### config.mk
export PLATFORM = sky130hd
export DESIGN_NAME = id_ex_operand_stage
export DESIGN_NICKNAME = d
export VERILOG_FILES = /design/src/rtl/riscv_pkg.sv /design/src/rtl/fwd_mux.sv /design/src/rtl/id_ex_operand_stage.sv
export SDC_FILE = /design/constraint.sdc
export NUM_CORES = 1
export LEC_CHECK = 0
export BUFFER_PORTS_ARGS = -buffer_cell sky130_fd_sc_hd__buf_2
export CAP_MARGIN = 0
export CORE_MARGIN = 1.5
export CORE_UTILIZATION = 30
export CTS_CLUSTER_SIZE = 28
export DETAILED_ROUTE_END_ITERATION = 12
export PLACE_DENSITY = 0.52
export SYNTH_ARGS = -nofsm -noshare
export SYNTH_HDL_FRONTEND = slang
export SYNTH_SLANG_ARGS = --single-unit
### constraint.sdc
create_clock -name clk -period 6.3 [get_ports clk]
set_input_delay 0.63 -clock clk [delete_from_list [all_inputs] [get_ports clk]]
set_output_delay 0.63 -clock clk [all_outputs]
set_load 0.02 [all_outputs]
### src/rtl/riscv_pkg.sv
// Shared ALU control codes and operand-forwarding select codes for the ID/EX operand stage.
package riscv_pkg;

  localparam logic [2:0] ALU_AND = 3'b000;
  localparam logic [2:0] ALU_OR  = 3'b001;
  localparam logic [2:0] ALU_ADD = 3'b010;
  localparam logic [2:0] ALU_SUB = 3'b110;
  localparam logic [2:0] ALU_XOR = 3'b011;
  localparam logic [2:0] ALU_SLT = 3'b100;

  localparam logic [1:0] FWD_RF  = 2'b00;
  localparam logic [1:0] FWD_WB  = 2'b01;
  localparam logic [1:0] FWD_MEM = 2'b10;

endpackage

### src/rtl/fwd_mux.sv
// Operand forwarding: picks the MEM result, the WB result or the registered file value for one source.
// Pure combinational, zero latency, no flow control; x0 is never forwarded.
module fwd_mux
  import riscv_pkg::*;
#(
  parameter int XLEN   = 32,
  parameter int REG_AW = 5
) (
  input  logic [REG_AW-1:0] rs,
  input  logic [REG_AW-1:0] mem_rd,
  input  logic              mem_reg_write,
  input  logic [XLEN-1:0]   mem_result,
  input  logic [REG_AW-1:0] wb_rd,
  input  logic              wb_reg_write,
  input  logic [XLEN-1:0]   wb_result,
  input  logic [XLEN-1:0]   rf_val,
  output logic [XLEN-1:0]   val
);

  logic [1:0] sel;

  // MEM is the younger producer, so it wins when both stages match
  always_comb begin
    sel = FWD_RF;
    if (mem_reg_write && (mem_rd != '0) && (mem_rd == rs)) begin
      sel = FWD_MEM;
    end else if (wb_reg_write && (wb_rd != '0) && (wb_rd == rs)) begin
      sel = FWD_WB;
    end
  end

  always_comb begin
    case (sel)
      FWD_MEM: val = mem_result;
      FWD_WB:  val = wb_result;
      default: val = rf_val;
    endcase
  end

endmodule

### src/rtl/id_ex_operand_stage.sv
// ID/EX pipeline register with MEM/WB operand forwarding and load-use stall; ID fields reach EX one edge later.
// A load-use hazard holds ID (stall_id) and injects a single bubble; flush_ex overrides and kills the ID instruction.
module id_ex_operand_stage
  import riscv_pkg::*;
#(
  parameter int XLEN   = 32,
  parameter int REG_AW = 5
) (
  input  logic              clk,
  input  logic              rst,
  input  logic              id_valid,
  input  logic [REG_AW-1:0] id_rs1,
  input  logic [REG_AW-1:0] id_rs2,
  input  logic [REG_AW-1:0] id_rd,
  input  logic [XLEN-1:0]   id_rd1,
  input  logic [XLEN-1:0]   id_rd2,
  input  logic [XLEN-1:0]   id_imm,
  input  logic              id_alu_src,
  input  logic [2:0]        id_alu_ctrl,
  input  logic              id_reg_write,
  input  logic              id_mem_read,
  input  logic [REG_AW-1:0] mem_rd,
  input  logic              mem_reg_write,
  input  logic [XLEN-1:0]   mem_result,
  input  logic [REG_AW-1:0] wb_rd,
  input  logic              wb_reg_write,
  input  logic [XLEN-1:0]   wb_result,
  input  logic              flush_ex,
  output logic              stall_id,
  output logic [XLEN-1:0]   SrcA,
  output logic [XLEN-1:0]   SrcB,
  output logic [2:0]        control,
  output logic              ex_valid,
  output logic [REG_AW-1:0] ex_rd,
  output logic              ex_reg_write,
  output logic              ex_mem_read,
  output logic [XLEN-1:0]   ex_store_data
);

  logic              ex_valid_q,     ex_valid_d;
  logic [REG_AW-1:0] ex_rs1_q,       ex_rs1_d;
  logic [REG_AW-1:0] ex_rs2_q,       ex_rs2_d;
  logic [REG_AW-1:0] ex_rd_q,        ex_rd_d;
  logic [XLEN-1:0]   ex_rd1_q,       ex_rd1_d;
  logic [XLEN-1:0]   ex_rd2_q,       ex_rd2_d;
  logic [XLEN-1:0]   ex_imm_q,       ex_imm_d;
  logic              ex_alu_src_q,   ex_alu_src_d;
  logic [2:0]        ex_ctrl_q,      ex_ctrl_d;
  logic              ex_reg_write_q, ex_reg_write_d;
  logic              ex_mem_read_q,  ex_mem_read_d;

  logic              hazard;
  logic [XLEN-1:0]   op_a;
  logic [XLEN-1:0]   op_b_raw;

  assign hazard = id_valid && ex_valid_q && ex_mem_read_q && (ex_rd_q != '0) &&
                  ((ex_rd_q == id_rs1) || (ex_rd_q == id_rs2));
  assign stall_id = hazard && !flush_ex;

  // Bubble clears control and register indices; the data registers simply hold
  always_comb begin
    ex_valid_d     = id_valid;
    ex_rs1_d       = id_rs1;
    ex_rs2_d       = id_rs2;
    ex_rd_d        = id_rd;
    ex_rd1_d       = id_rd1;
    ex_rd2_d       = id_rd2;
    ex_imm_d       = id_imm;
    ex_alu_src_d   = id_alu_src;
    ex_ctrl_d      = id_alu_ctrl;
    ex_reg_write_d = id_reg_write;
    ex_mem_read_d  = id_mem_read;
    if (flush_ex || hazard) begin
      ex_valid_d     = 1'b0;
      ex_rs1_d       = '0;
      ex_rs2_d       = '0;
      ex_rd_d        = '0;
      ex_rd1_d       = ex_rd1_q;
      ex_rd2_d       = ex_rd2_q;
      ex_imm_d       = ex_imm_q;
      ex_alu_src_d   = ex_alu_src_q;
      ex_ctrl_d      = ALU_AND;
      ex_reg_write_d = 1'b0;
      ex_mem_read_d  = 1'b0;
    end
  end

  always_ff @(posedge clk or posedge rst) begin
    if (rst) begin
      ex_valid_q     <= 1'b0;
      ex_rs1_q       <= '0;
      ex_rs2_q       <= '0;
      ex_rd_q        <= '0;
      ex_rd1_q       <= '0;
      ex_rd2_q       <= '0;
      ex_imm_q       <= '0;
      ex_alu_src_q   <= 1'b0;
      ex_ctrl_q      <= ALU_AND;
      ex_reg_write_q <= 1'b0;
      ex_mem_read_q  <= 1'b0;
    end else begin
      ex_valid_q     <= ex_valid_d;
      ex_rs1_q       <= ex_rs1_d;
      ex_rs2_q       <= ex_rs2_d;
      ex_rd_q        <= ex_rd_d;
      ex_rd1_q       <= ex_rd1_d;
      ex_rd2_q       <= ex_rd2_d;
      ex_imm_q       <= ex_imm_d;
      ex_alu_src_q   <= ex_alu_src_d;
      ex_ctrl_q      <= ex_ctrl_d;
      ex_reg_write_q <= ex_reg_write_d;
      ex_mem_read_q  <= ex_mem_read_d;
    end
  end

  fwd_mux #(.XLEN(XLEN), .REG_AW(REG_AW)) u_fwd_a (
    .rs            (ex_rs1_q),
    .mem_rd        (mem_rd),
    .mem_reg_write (mem_reg_write),
    .mem_result    (mem_result),
    .wb_rd         (wb_rd),
    .wb_reg_write  (wb_reg_write),
    .wb_result     (wb_result),
    .rf_val        (ex_rd1_q),
    .val           (op_a)
  );

  fwd_mux #(.XLEN(XLEN), .REG_AW(REG_AW)) u_fwd_b (
    .rs            (ex_rs2_q),
    .mem_rd        (mem_rd),
    .mem_reg_write (mem_reg_write),
    .mem_result    (mem_result),
    .wb_rd         (wb_rd),
    .wb_reg_write  (wb_reg_write),
    .wb_result     (wb_result),
    .rf_val        (ex_rd2_q),
    .val           (op_b_raw)
  );

  // Store data always takes the forwarded rs2, whatever the ALU uses for SrcB
  assign SrcA          = op_a;
  assign SrcB          = ex_alu_src_q ? ex_imm_q : op_b_raw;
  assign ex_store_data = op_b_raw;
  assign control       = ex_ctrl_q;
  assign ex_valid      = ex_valid_q;
  assign ex_rd         = ex_rd_q;
  assign ex_reg_write  = ex_reg_write_q;
  assign ex_mem_read   = ex_mem_read_q;

endmodule

==> impl_metrics.prom, run 1 <==
# TYPE chip_impl_metric gauge
chip_impl_metric{name="setup_viol_count_final",unit=""} 0
chip_impl_metric{name="synth_cell_type_count",unit=""} 40
chip_impl_metric{name="timing.final.ws_setup",unit="ps"} 2280
chip_impl_metric{name="input_output_buffers",unit=""} 304
chip_impl_metric{name="gp_congestion",unit=""} 0.892
chip_impl_metric{name="grt_pass1_vias",unit=""} 11922
chip_impl_info{name="result_of_the_run",value="complete, no violations"} 1
chip_impl_metric{name="worst_clock_skew",unit="ps"} 12.5
chip_impl_metric{name="post-route-period-util",unit=""} 0.639
chip_impl_metric{name="place_hpwl",unit="mm"} 35.6
chip_impl_metric{name="ctsResizeCount",unit=""} 0
chip_impl_metric{name="cts_made_buffers",unit=""} 17
chip_impl_metric{name="seq_power_share",unit=""} 0.308
chip_impl_metric{name="post_synth_xor_area_fraction",unit=""} 0.0256
chip_impl_metric{name="grt_antenna_before_repair",unit=""} 19
chip_impl_metric{name="internal_power",unit="mW"} 1.76
chip_impl_metric{name="synth.mux.area_fraction",unit=""} 0
chip_impl_info{name="mostFrequentLayoutCell",value="sky130_fd_sc_hd__buf_2"} 1
chip_impl_metric{name="max_cap_viol_count",unit=""} 0
chip_impl_info{name="synth_area_leaders",value="sky130_fd_sc_hd__dfrtp_1, sky130_fd_sc_hd__o221ai_1, sky130_fd_sc_hd__nor2b_1, sky130_fd_sc_hd__a22oi_1, sky130_fd_sc_hd__o211ai_1"} 1
chip_impl_metric{name="post_synth_and_or_nand_nor_area_fraction",unit=""} 0.213
chip_impl_info{name="cts_tree",value="yes"} 1
chip_impl_metric{name="synth_cells",unit=""} 1276
chip_impl_metric{name="timing_worst_slew_pin_value",unit="ps"} 1110
chip_impl_info{name="hold_class",value="input port to asynchronous set/reset pin"} 1
chip_impl_info{name="worstSetupEndpointType",value="primary output"} 1
chip_impl_metric{name="vias",unit=""} 12419
chip_impl_metric{name="yosysTopAreaCellShare",unit=""} 0.288
chip_impl_metric{name="max_freq",unit="GHz"} 0.249
chip_impl_metric{name="finalHoldWorstSlack",unit="ps"} 314
chip_impl_metric{name="yosysSeqAreaShare",unit=""} 0.288
chip_impl_metric{name="timing.setup.tns",unit="ps"} 0
chip_impl_metric{name="grt_overflow_total",unit=""} 0
chip_impl_metric{name="cts.sinks",unit=""} 118
chip_impl_metric{name="fillcell_total",unit=""} 3578
chip_impl_metric{name="final_cell_area",unit="sq um"} 12500
chip_impl_metric{name="worst_path_maximum_fanout",unit=""} 25
chip_impl_metric{name="synth_area_per_cell",unit="sq um"} 8.04
chip_impl_metric{name="drt_iter0_markers",unit=""} 1459
chip_impl_info{name="layout.cells.most_common_list",value="sky130_fd_sc_hd__buf_2, sky130_fd_sc_hd__nor2b_1, sky130_fd_sc_hd__dfrtp_1"} 1
chip_impl_metric{name="vias_per_cell",unit=""} 6.46
chip_impl_metric{name="grt_first_pass_wirelength",unit="mm"} 79.0
chip_impl_metric{name="post_route_cells_drive_above_1_share",unit=""} 0.278
chip_impl_metric{name="boundaryPins",unit=""} 305
chip_impl_metric{name="die_height",unit="microns"} 188
chip_impl_metric{name="total_power",unit="mW"} 2.97
chip_impl_metric{name="timing.critical_path.slowest_cell_delay",unit="ps"} 600
chip_impl_metric{name="total_wire_length",unit="mm"} 53.7
chip_impl_metric{name="power_frac_clock",unit=""} 0.345
chip_impl_metric{name="drv_slew",unit=""} 0
chip_impl_metric{name="yosys_warnings",unit=""} 0
chip_impl_metric{name="grt.total_usage",unit=""} 0.295
chip_impl_metric{name="arrival",unit="ps"} 3390
chip_impl_metric{name="core.rowCount",unit=""} 67
chip_impl_metric{name="drc",unit=""} 0
chip_impl_info{name="critPathLaunchType",value="flip-flop"} 1
chip_impl_info{name="startpoint",value="ex_rs2_q[3]$_DFF_PP0_"} 1
chip_impl_metric{name="vdd.ir_drop.worst",unit="uV"} 192
chip_impl_info{name="post-synth-top-area-cell",value="sky130_fd_sc_hd__dfrtp_1"} 1
chip_impl_metric{name="fp.dieArea",unit="sq um"} 35300
chip_impl_metric{name="h-tree-depth",unit=""} 4
chip_impl_metric{name="finalCoreUtilization",unit=""} 0.373
chip_impl_metric{name="max_slew_margin",unit=""} 0.256
chip_impl_metric{name="power_switching_share",unit=""} 0.407
chip_impl_metric{name="cell_area_after_placement",unit="sq um"} 11900
chip_impl_info{name="timing.critical_path.slowest_stage_cell",value="sky130_fd_sc_hd__and2_1"} 1
chip_impl_metric{name="worst_setup_hold_path_clk_slew",unit="ps"} 70
chip_impl_metric{name="drtAntennaViolNets",unit=""} 0
chip_impl_info{name="timing.critical_path.cells",value="xnor2_1, and2_1, buf_4, nand3_1, buf_4, a31oi_1, buf_2"} 1
chip_impl_metric{name="net_count_reported_at_finish",unit=""} 1646
chip_impl_metric{name="hold_viol_final",unit=""} 0
chip_impl_metric{name="power_density",unit="nW/um^2"} 237
chip_impl_metric{name="numPlacedInstances",unit=""} 1878
chip_impl_metric{name="syn_area",unit="sq um"} 10300
chip_impl_metric{name="synth-adder-area-share",unit=""} 0
chip_impl_info{name="synth_top_family_by_area",value="compound AO/OA/AOI/OAI gates"} 1
chip_impl_metric{name="cts_post_setup_buffers_inserted",unit=""} 0
chip_impl_info{name="critical-path-top-cell-by-count",value="sky130_fd_sc_hd__buf_4"} 1
chip_impl_metric{name="power_frac_comb",unit=""} 0.346
chip_impl_metric{name="fin_crit",unit="ps"} 4020
chip_impl_metric{name="insertion_delay",unit="ps"} 430
chip_impl_metric{name="leakage",unit="nW"} 4.62
chip_impl_info{name="clk_root_buffer_cell",value="sky130_fd_sc_hd__clkbuf_16"} 1
chip_impl_metric{name="switching_power",unit="mW"} 1.21
chip_impl_info{name="timing.setup.critical_path_class",value="flip-flop to primary output"} 1
chip_impl_metric{name="syn2layout_area_growth",unit="%"} 22.2
chip_impl_metric{name="ctsHoldBuffers",unit=""} 0
chip_impl_metric{name="clock_tree.buffer_depth",unit=""} 2
chip_impl_info{name="rsz_0062_raised_after_global_routing",value="false"} 1
chip_impl_metric{name="floorplan.die.width",unit="microns"} 188
chip_impl_metric{name="pre_cts_ws",unit="ps"} 2480
chip_impl_metric{name="synth-compound-area-share",unit=""} 0.389
chip_impl_info{name="worstReg2RegStart",value="ex_rd[1]$_DFF_PP0_"} 1
chip_impl_metric{name="worst-endpoint-required",unit="ps"} 5670
chip_impl_metric{name="floorplan.core_area",unit="sq um"} 33600
chip_impl_metric{name="final_cells",unit=""} 1921
chip_impl_metric{name="synth_seq_cells",unit=""} 118
chip_impl_metric{name="worst-r2r-setup-slack",unit="ps"} 3290
chip_impl_metric{name="routedWlPerCell",unit="microns"} 28.0
chip_impl_metric{name="synthesized_net_count",unit=""} 1473
chip_impl_metric{name="floorplan.initialDensity",unit=""} 0.305
chip_impl_metric{name="grt_start_max_net_pins",unit=""} 106
chip_impl_metric{name="drtPass1Iterations",unit=""} 6
## cell type report
class / count / area [sq um] / share of cell area
clock inverter: 14 / 151 / 0.0121
multi-input combinational: 954 / 6540 / 0.521
sequential: 118 / 2950 / 0.236
clock buffer: 18 / 439 / 0.0350
tap: 448 / 561 / 0.0447
antenna: 11 / 27.5 / 0.00220
timing repair buffer: 336 / 1780 / 0.142
inverter: 22 / 87.6 / 0.00699
## worst max-delay path: cells and delay by family (launching register included)
kind / cells / cell delay [ps]
buf+inv: 3 / 1020
xor+xnor: 1 / 200
flops: 1 / 420
compound gates: 1 / 310
simple gates: 2 / 980
## metal layers
layer / GRT usage / wire (microns) / vias to the layer above
met5: 0 / 80 / -
met4: 0.119 / 1910 / 12
met3: 0.0760 / 5240 / 129
met2: 0.443 / 23800 / 787
met1: 0.402 / 22700 / 6093
li1: - / - / 5398
## sequential cells by signal, summed over array words and instances (netlist names)
signal	count
ex_imm_q	32
ex_rd1_q	32
ex_rd2_q	32
ex_rd	5
ex_rs1_q	5
ex_rs2_q	5
control	3
ex_alu_src_q	1
ex_mem_read	1
ex_reg_write	1
ex_valid	1
## path summary, 6_finish.rpt
path,endpoint,depth (start not counted)
setup / recovery,ex_store_data[7],7
hold / removal,ex_valid$_DFF_PP0_,2
setup reg to reg,ex_rd1_q[18]$_DFFE_PP0N_,5
hold reg to reg,ex_rd1_q[7]$_DFFE_PP0N_,2
max in group asynchronous,ex_alu_src_q$_DFFE_PP0N_,3
min in group clk,ex_reg_write$_DFF_PP0_,3
## cells in the mapped netlist
library cell	number
sky130_fd_sc_hd__or2_2	1
sky130_fd_sc_hd__o21ai_2	2
sky130_fd_sc_hd__buf_2	39
sky130_fd_sc_hd__nand4_1	33
sky130_fd_sc_hd__and3_1	3
sky130_fd_sc_hd__o22ai_1	1
sky130_fd_sc_hd__and4_1	1
sky130_fd_sc_hd__and2_1	1
sky130_fd_sc_hd__nor4_1	64
sky130_fd_sc_hd__o221ai_1	97
sky130_fd_sc_hd__a22oi_1	97
sky130_fd_sc_hd__a31oi_1	96
sky130_fd_sc_hd__o211ai_1	97
sky130_fd_sc_hd__or4_1	2
sky130_fd_sc_hd__o21a_1	3
sky130_fd_sc_hd__o211a_1	1
sky130_fd_sc_hd__clkbuf_1	130
sky130_fd_sc_hd__nand3_1	38
sky130_fd_sc_hd__xor2_1	2
sky130_fd_sc_hd__buf_4	4
sky130_fd_sc_hd__nor3_1	1
sky130_fd_sc_hd__o31ai_1	32
sky130_fd_sc_hd__o22a_1	1
sky130_fd_sc_hd__o211ai_2	1
sky130_fd_sc_hd__a41o_1	32
sky130_fd_sc_hd__dfrtp_1	118
sky130_fd_sc_hd__a31oi_4	1
sky130_fd_sc_hd__nor2b_1	129
sky130_fd_sc_hd__a211oi_2	20
sky130_fd_sc_hd__inv_1	22
sky130_fd_sc_hd__xnor2_1	28
sky130_fd_sc_hd__or3_1	1
sky130_fd_sc_hd__a211oi_1	1
sky130_fd_sc_hd__buf_6	6
sky130_fd_sc_hd__o21ai_0	32
sky130_fd_sc_hd__nor2_1	33
sky130_fd_sc_hd__nand2_1	101
sky130_fd_sc_hd__o21ai_1	1
sky130_fd_sc_hd__or4_4	1
sky130_fd_sc_hd__buf_1	3
## power groups by stage
| stage | clock (mW) | combinational (mW) | sequential, mW |
|---|---|---|---|
| 2_1_floorplan | 0 | 0.637 | 0.899 |
| 3_3_place_gp | 0 | 1.01 | 0.926 |
| 3_5_place_dp | 0 | 1.01 | 0.926 |
| 4_1_cts | 1.04 | 1.01 | 0.914 |
| 5_1_grt | 1.07 | 1.09 | 0.926 |
| 6_report | 1.03 | 1.03 | 0.916 |
## kinds of logic (layout without fill, tap and decap cells)
| logic type | Yosys count | in the layout |
|---|---|---|
| compound gates | 515 | 515 |
| buf+inv | 204 | 390 |
| flops | 118 | 118 |
| xor+xnor | 30 | 30 |
| other cells | 0 | 11 |
| simple gates | 409 | 409 |
Note: power is estimated with default switching activity, not from simulation.
==> run 2: changes to the inputs <==
--- a/config.mk
+++ b/config.mk
@@ -11,7 +11,7 @@
 export CORE_UTILIZATION = 30
 export CTS_CLUSTER_SIZE = 28
 export DETAILED_ROUTE_END_ITERATION = 12
-export PLACE_DENSITY = 0.52
+export PLACE_DENSITY = 0.54
 export SYNTH_ARGS = -nofsm -noshare
 export SYNTH_HDL_FRONTEND = slang
 export SYNTH_SLANG_ARGS = --single-unit
==> constraint.sdc (replaced) <==
create_clock -name clk -period 3.6 [get_ports clk]
set_input_delay 0.36 -clock clk [delete_from_list [all_inputs] [get_ports clk]]
set_output_delay 0.36 -clock clk [all_outputs]
set_load 0.02 [all_outputs]
==> run 2 against run 1 <==
Clock-buffer cell count unchanged. Worst hold slack worse by 240 ps. Via count up 2.0%. Critical path depth down 1. Sequential power up 77%. Die area unchanged. Cell area up 1.5%. Combinational power up 78%. Register-to-register slack worse by 2300 ps. Critical endpoint is now SrcA[0]. Largest cell class unchanged.
==> impl_metrics.prom, run 2 (synthesis gave the netlist of run 1 again) <==
# TYPE chip_impl_metric gauge
chip_impl_metric{name="timing_worst_slew_pin_value",unit="ps"} 1050
chip_impl_metric{name="fp.dieArea",unit="sq um"} 35300
chip_impl_info{name="clk_root_buffer_cell",value="sky130_fd_sc_hd__clkbuf_16"} 1
chip_impl_metric{name="timing.final.ws_setup",unit="ps"} 300
chip_impl_metric{name="ctsHoldBuffers",unit=""} 0
chip_impl_metric{name="vias_per_cell",unit=""} 6.56
chip_impl_metric{name="cts.sinks",unit=""} 118
chip_impl_metric{name="post-route-period-util",unit=""} 0.917
chip_impl_info{name="timing.critical_path.slowest_stage_cell",value="sky130_fd_sc_hd__o211a_1"} 1
chip_impl_metric{name="leakage",unit="nW"} 4.72
chip_impl_metric{name="drt_iter0_markers",unit=""} 1529
chip_impl_metric{name="input_output_buffers",unit=""} 304
chip_impl_info{name="path_delay_family",value="compound AO/OA/AOI/OAI gates"} 1
chip_impl_metric{name="drtAntennaViolNets",unit=""} 0
chip_impl_metric{name="ctsResizeCount",unit=""} 0
chip_impl_metric{name="grt_start_max_net_pins",unit=""} 69
chip_impl_metric{name="floorplan.core_area",unit="sq um"} 33600
chip_impl_metric{name="grt_pass1_vias",unit=""} 11997
chip_impl_metric{name="vias",unit=""} 12672
chip_impl_metric{name="h-tree-depth",unit=""} 4
chip_impl_info{name="result_of_the_run",value="complete, no violations"} 1
chip_impl_metric{name="core.rowCount",unit=""} 67
chip_impl_metric{name="max_slew_margin",unit=""} 0.299
chip_impl_metric{name="worst_clock_skew",unit="ps"} 10.1
chip_impl_info{name="timing.setup.critical_path_class",value="flip-flop to primary output"} 1
chip_impl_metric{name="die_height",unit="microns"} 188
chip_impl_metric{name="net_count_reported_at_finish",unit=""} 1661
chip_impl_metric{name="drtPass1Iterations",unit=""} 8
chip_impl_metric{name="syn2layout_area_growth",unit="%"} 24.0
chip_impl_metric{name="routedWlPerCell",unit="microns"} 27.8
chip_impl_metric{name="floorplan.initialDensity",unit=""} 0.305
chip_impl_info{name="layout.cells.most_common_list",value="sky130_fd_sc_hd__buf_2, sky130_fd_sc_hd__nor2b_1, sky130_fd_sc_hd__dfrtp_1"} 1
chip_impl_metric{name="finalHoldWorstSlack",unit="ps"} 70.8
chip_impl_metric{name="clock_tree.buffer_depth",unit=""} 2
chip_impl_metric{name="grt_antenna_before_repair",unit=""} 10
chip_impl_metric{name="floorplan.die.width",unit="microns"} 188
chip_impl_metric{name="timing.critical_path.slowest_cell_delay",unit="ps"} 640
chip_impl_metric{name="total_power",unit="mW"} 5.37
chip_impl_info{name="cts_tree",value="yes"} 1
chip_impl_metric{name="fin_crit",unit="ps"} 3300
chip_impl_metric{name="cts_made_buffers",unit=""} 17
chip_impl_info{name="timing.critical_path.cells",value="xnor2_1, o211a_1, buf_4, nand3_1, a31oi_1, buf_2"} 1
chip_impl_metric{name="pre_cts_ws",unit="ps"} 705
chip_impl_metric{name="numPlacedInstances",unit=""} 1893
chip_impl_metric{name="power_density",unit="nW/um^2"} 421
chip_impl_metric{name="max_cap_viol_count",unit=""} 0
chip_impl_metric{name="critPathBufInv",unit=""} 2
chip_impl_metric{name="total_wire_length",unit="mm"} 53.6
chip_impl_metric{name="worst_setup_hold_path_clk_slew",unit="ps"} 60
chip_impl_info{name="rsz_0062_raised_after_global_routing",value="false"} 1
chip_impl_info{name="hold_class",value="input port to asynchronous set/reset pin"} 1
chip_impl_metric{name="final_cells",unit=""} 1931
chip_impl_metric{name="vdd.ir_drop.worst",unit="uV"} 327
chip_impl_metric{name="boundaryPins",unit=""} 305
chip_impl_metric{name="setup_viol_count_final",unit=""} 0
chip_impl_metric{name="timing.setup.tns",unit="ps"} 0
chip_impl_metric{name="final_cell_area",unit="sq um"} 12700
chip_impl_info{name="top_regs",value="ex_imm_q (32), ex_rd1_q (32), ex_rd2_q (32)"} 1
chip_impl_metric{name="worst_path_maximum_fanout",unit=""} 19
chip_impl_metric{name="grt_first_pass_wirelength",unit="mm"} 79.4
chip_impl_metric{name="post_route_cells_drive_above_1_share",unit=""} 0.285
chip_impl_metric{name="worst-endpoint-required",unit="ps"} 3240
chip_impl_metric{name="place_hpwl",unit="mm"} 36.5
chip_impl_info{name="critPathLaunchType",value="flip-flop"} 1
chip_impl_info{name="worstSetupEndpointType",value="primary output"} 1
chip_impl_metric{name="max_freq",unit="GHz"} 0.303
chip_impl_metric{name="grt.total_usage",unit=""} 0.295
chip_impl_metric{name="insertion_delay",unit="ps"} 430
chip_impl_metric{name="cts_post_setup_buffers_inserted",unit=""} 0
chip_impl_metric{name="gp_congestion",unit=""} 0.880
chip_impl_metric{name="drv_slew",unit=""} 0
chip_impl_metric{name="arrival",unit="ps"} 2940
chip_impl_metric{name="finalCoreUtilization",unit=""} 0.379
chip_impl_metric{name="hold_viol_final",unit=""} 0
chip_impl_metric{name="drc",unit=""} 0
chip_impl_metric{name="grt_overflow_total",unit=""} 0
chip_impl_info{name="mostFrequentLayoutCell",value="sky130_fd_sc_hd__buf_2"} 1
chip_impl_metric{name="cell_area_after_placement",unit="sq um"} 12100
[run 2: cell types whose count changed in the layout (fill, tap and decap cells not counted), moves of 2 or more]
cell                        before  now
sky130_fd_sc_hd__bufinv_16       2    4
sky130_fd_sc_hd__inv_6           4    2
sky130_fd_sc_hd__diode_2        11    6
sky130_fd_sc_hd__buf_12          1    6
sky130_fd_sc_hd__buf_4          31   41
sky130_fd_sc_hd__clkinv_2        3    1
[run 2: final timing paths]
kind                                               start                       end  slack, ps  cells past startpoint
worst max-delay path               ex_rs1_q[4]$_DFF_PP0_                   SrcA[0]        300                      6
worst min-delay path                                 rst    ex_reg_write$_DFF_PP0_         70                      2
worst max register to register        ex_rd[0]$_DFF_PP0_  ex_rd2_q[17]$_DFFE_PP0N_       1020                      5
worst min register to register  ex_rd1_q[10]$_DFFE_PP0N_  ex_rd1_q[10]$_DFFE_PP0N_        560                      2
max in group asynchronous                            rst  ex_rd2_q[29]$_DFFE_PP0N_       2620                      3
min in group clk                                id_rd[2]        ex_rd[2]$_DFF_PP0_        140                      3
[run 2: area by class of cell]
type	instances	area, sq um
fillers	3536	20900
multi-input cells	954	6530
flip-flops and latches	118	2950
repair buffers	351	1960
well taps	448	561
clock buffers	18	429
clock inverters	14	200
inverters	22	85.1
diodes	6	15.0
[run 2: power breakdown]
part / internal, mW / switching, mW
logic: 0.601 / 1.23
clock network: 1.17 / 0.739
registers: 1.46 / 0.162
total: 3.23 / 2.14
[run 2: metal layers]
metal  vias to the layer above  global-route usage  share of wire
met3                       121              0.0616           0.11
met5                         -                   0        0.00043
met1                      6224               0.403           0.41
met4                         4               0.117          0.037
li1                       5443                   -              -
met2                       880               0.452           0.45
==> run 3: changes to the inputs <==
--- a/config.mk
+++ b/config.mk
@@ -7,11 +7,13 @@
 export LEC_CHECK = 0
 export BUFFER_PORTS_ARGS = -buffer_cell sky130_fd_sc_hd__buf_2
 export CAP_MARGIN = 0
+export CORE_ASPECT_RATIO = 1.2
 export CORE_MARGIN = 1.5
 export CORE_UTILIZATION = 30
-export CTS_CLUSTER_SIZE = 28
+export CTS_CLUSTER_SIZE = 20
 export DETAILED_ROUTE_END_ITERATION = 12
 export PLACE_DENSITY = 0.54
+export REMOVE_ABC_BUFFERS = 1
 export SYNTH_ARGS = -nofsm -noshare
 export SYNTH_HDL_FRONTEND = slang
 export SYNTH_SLANG_ARGS = --single-unit
==> run 3 against run 2 <==
Die area about the same. Cell area down 0.34%. Largest power group is now combinational cells. Clock skew decreased by 0.59 ps. First-iteration DRC count shrank 27%. Final cell count hardly changed. Maximum frequency grew 2.6%. Setup slack better by 84 ps. Total power is 4.8% lower. Core utilization fell by 0.43 points. Clock-buffer cell count grew 3. Via count down 5.3%. Critical path type unchanged. Highest routed layer unchanged.
==> impl_metrics.prom, run 3 (synthesis gave the netlist of run 1 again) <==
# TYPE chip_impl_metric gauge
chip_impl_info{name="result_of_the_run",value="complete, no violations"} 1
chip_impl_metric{name="ctsHoldBuffers",unit=""} 0
chip_impl_metric{name="drtPass1Iterations",unit=""} 8
chip_impl_info{name="cts_tree",value="yes"} 1
chip_impl_metric{name="floorplan.die.width",unit="microns"} 172
chip_impl_metric{name="syn2layout_area_growth",unit="%"} 23.6
chip_impl_metric{name="final_cells",unit=""} 1930
chip_impl_metric{name="hold_viol_final",unit=""} 0
chip_impl_metric{name="timing.critical_path.slowest_cell_delay",unit="ps"} 560
chip_impl_metric{name="max_slew_margin",unit=""} 0.297
chip_impl_metric{name="gp_congestion",unit=""} 0.825
chip_impl_metric{name="power_frac_clock",unit=""} 0.339
chip_impl_metric{name="worst_path_maximum_fanout",unit=""} 29
chip_impl_metric{name="max_freq",unit="GHz"} 0.311
chip_impl_metric{name="drtAntennaViolNets",unit=""} 0
chip_impl_metric{name="ctsResizeCount",unit=""} 0
chip_impl_metric{name="fp.dieArea",unit="sq um"} 35300
chip_impl_metric{name="fillcell_total",unit=""} 3617
chip_impl_metric{name="vias_per_cell",unit=""} 6.22
chip_impl_metric{name="total_power",unit="mW"} 5.11
chip_impl_metric{name="internal_power",unit="mW"} 3.12
chip_impl_metric{name="power_density",unit="nW/um^2"} 403
chip_impl_metric{name="floorplan.initialDensity",unit=""} 0.303
chip_impl_metric{name="drv_slew",unit=""} 0
chip_impl_metric{name="net_count_reported_at_finish",unit=""} 1651
chip_impl_metric{name="grt.total_usage",unit=""} 0.267
chip_impl_metric{name="max_cap_viol_count",unit=""} 0
chip_impl_metric{name="die_height",unit="microns"} 206
chip_impl_metric{name="cts_post_setup_buffers_inserted",unit=""} 0
chip_impl_info{name="rsz_0062_raised_after_global_routing",value="false"} 1
chip_impl_metric{name="power_switching_share",unit=""} 0.390
chip_impl_metric{name="vdd.ir_drop.worst",unit="uV"} 236
chip_impl_metric{name="numPlacedInstances",unit=""} 1891
chip_impl_metric{name="grt_start_max_net_pins",unit=""} 110
chip_impl_metric{name="grt_antenna_before_repair",unit=""} 11
chip_impl_metric{name="final_cell_area",unit="sq um"} 12700
chip_impl_metric{name="leakage",unit="nW"} 4.68
chip_impl_metric{name="seq_power_share",unit=""} 0.315
chip_impl_metric{name="worst_r2r_path_depth",unit=""} 6
chip_impl_metric{name="grt_pass1_vias",unit=""} 11925
chip_impl_metric{name="clock_tree.buffer_depth",unit=""} 2
chip_impl_info{name="layout.cells.most_common_list",value="sky130_fd_sc_hd__buf_2, sky130_fd_sc_hd__nor2b_1, sky130_fd_sc_hd__dfrtp_1"} 1
chip_impl_metric{name="worst_setup_hold_path_clk_slew",unit="ps"} 60
chip_impl_metric{name="total_wire_length",unit="mm"} 47.9
chip_impl_info{name="timing.critical_path.cells",value="xnor2_1, nand3_4, o22a_4, nor3_1, buf_2"} 1
chip_impl_info{name="top_regs",value="ex_imm_q (32), ex_rd1_q (32), ex_rd2_q (32)"} 1
chip_impl_info{name="timing.critical_path.slowest_stage_cell",value="sky130_fd_sc_hd__nor3_1"} 1
chip_impl_metric{name="switching_power",unit="mW"} 1.99
chip_impl_metric{name="worst_clock_skew",unit="ps"} 9.55
chip_impl_metric{name="boundaryPins",unit=""} 305
chip_impl_metric{name="worst-endpoint-required",unit="ps"} 3240
chip_impl_metric{name="grt_overflow_total",unit=""} 0
chip_impl_metric{name="vias",unit=""} 12001
chip_impl_metric{name="insertion_delay",unit="ps"} 420
chip_impl_metric{name="cts.sinks",unit=""} 118
chip_impl_metric{name="input_output_buffers",unit=""} 304
chip_impl_info{name="critPathLaunchType",value="flip-flop"} 1
chip_impl_metric{name="arrival",unit="ps"} 2860
chip_impl_metric{name="routedWlPerCell",unit="microns"} 24.8
chip_impl_metric{name="core.rowCount",unit=""} 74
chip_impl_metric{name="timing_worst_slew_pin_value",unit="ps"} 1050
chip_impl_metric{name="power_frac_comb",unit=""} 0.346
chip_impl_info{name="timing.setup.critical_path_class",value="flip-flop to primary output"} 1
chip_impl_metric{name="drc",unit=""} 0
chip_impl_info{name="hold_class",value="input port to asynchronous set/reset pin"} 1
chip_impl_metric{name="floorplan.core_area",unit="sq um"} 33900
chip_impl_metric{name="post-route-period-util",unit=""} 0.893
chip_impl_metric{name="finalHoldWorstSlack",unit="ps"} 41.7
chip_impl_metric{name="grt_first_pass_wirelength",unit="mm"} 71.7
chip_impl_info{name="mostFrequentLayoutCell",value="sky130_fd_sc_hd__buf_2"} 1
chip_impl_info{name="clk_root_buffer_cell",value="sky130_fd_sc_hd__clkbuf_16"} 1
chip_impl_metric{name="cts_made_buffers",unit=""} 17
chip_impl_metric{name="h-tree-depth",unit=""} 4
chip_impl_metric{name="cell_area_after_placement",unit="sq um"} 12100
chip_impl_metric{name="setup_viol_count_final",unit=""} 0
chip_impl_metric{name="drt_iter0_markers",unit=""} 1109
chip_impl_metric{name="post_route_cells_drive_above_1_share",unit=""} 0.288
chip_impl_metric{name="place_hpwl",unit="mm"} 30.2
chip_impl_metric{name="fin_crit",unit="ps"} 3220
chip_impl_info{name="worstSetupEndpointType",value="primary output"} 1
[run 3: worst max-delay path, delay by kind of cell (launching register included)]
kind | cells | cell delay (ps)
and+or+nand+nor | 2 | 980
AOI/OAI and AO/OA | 1 | 380
buffers and inverters | 1 | 280
xor gates and xnor gates | 1 | 310
DFF | 1 | 470
[run 3: worst paths after layout]
kind | start | to | slack [ps]
worst min-delay path | rst | ex_imm_q[31]$_DFFE_PP0N_ | 40
max in group asynchronous | rst | ex_rd2_q[20]$_DFFE_PP0N_ | 2740
worst max register to register | ex_rd[0]$_DFF_PP0_ | ex_rd1_q[15]$_DFFE_PP0N_ | 1040
min in group clk | id_mem_read | ex_mem_read$_DFF_PP0_ | 150
worst max-delay path | ex_rd[0]$_DFF_PP0_ | stall_id | 380
worst min register to register | ex_rd1_q[19]$_DFFE_PP0N_ | ex_rd1_q[19]$_DFFE_PP0N_ | 560
[run 3: power groups by stage]
stage / clock network, mW / logic (mW) / registers, mW
after CTS: 1.76 / 1.75 / 1.61
after global routing: 1.82 / 1.89 / 1.63
after detailed placement: 0 / 1.75 / 1.63
final: 1.73 / 1.76 / 1.61
after floorplan: 0 / 0.990 / 1.59
after global placement: 0 / 1.74 / 1.62
[run 3: per-stage QoR]
step	utilization	setup TNS, ps	setup slack (ps)
after floorplan	-	-181640	-1470
final	0.374	0	384
after global routing	0.374	0	310
after detailed placement	0.357	0	807
after global placement	0.357	0	793
after CTS	0.374	0	344
[run 3: final cells by class]
class | count | area (sq um) | share of cell area
multi-input cells | 954 | 6580 | 0.518
inverters | 22 | 87.6 | 0.00690
well taps | 456 | 571 | 0.0450
clock inverters | 11 | 125 | 0.00986
repair buffers | 341 | 1900 | 0.149
diodes | 7 | 17.5 | 0.00138
flip-flops and latches | 118 | 2950 | 0.233
clock buffers | 21 | 460 | 0.0363
[run 3: metal layers]
layer / vias to the layer above / track usage / wire length [microns]
met4: 10 / 0.118 / 1410
li1: 5400 / - / -
met3: 97 / 0.0508 / 3680
met1: 5859 / 0.344 / 19800
met2: 635 / 0.430 / 23000
met5: - / 0 / 61
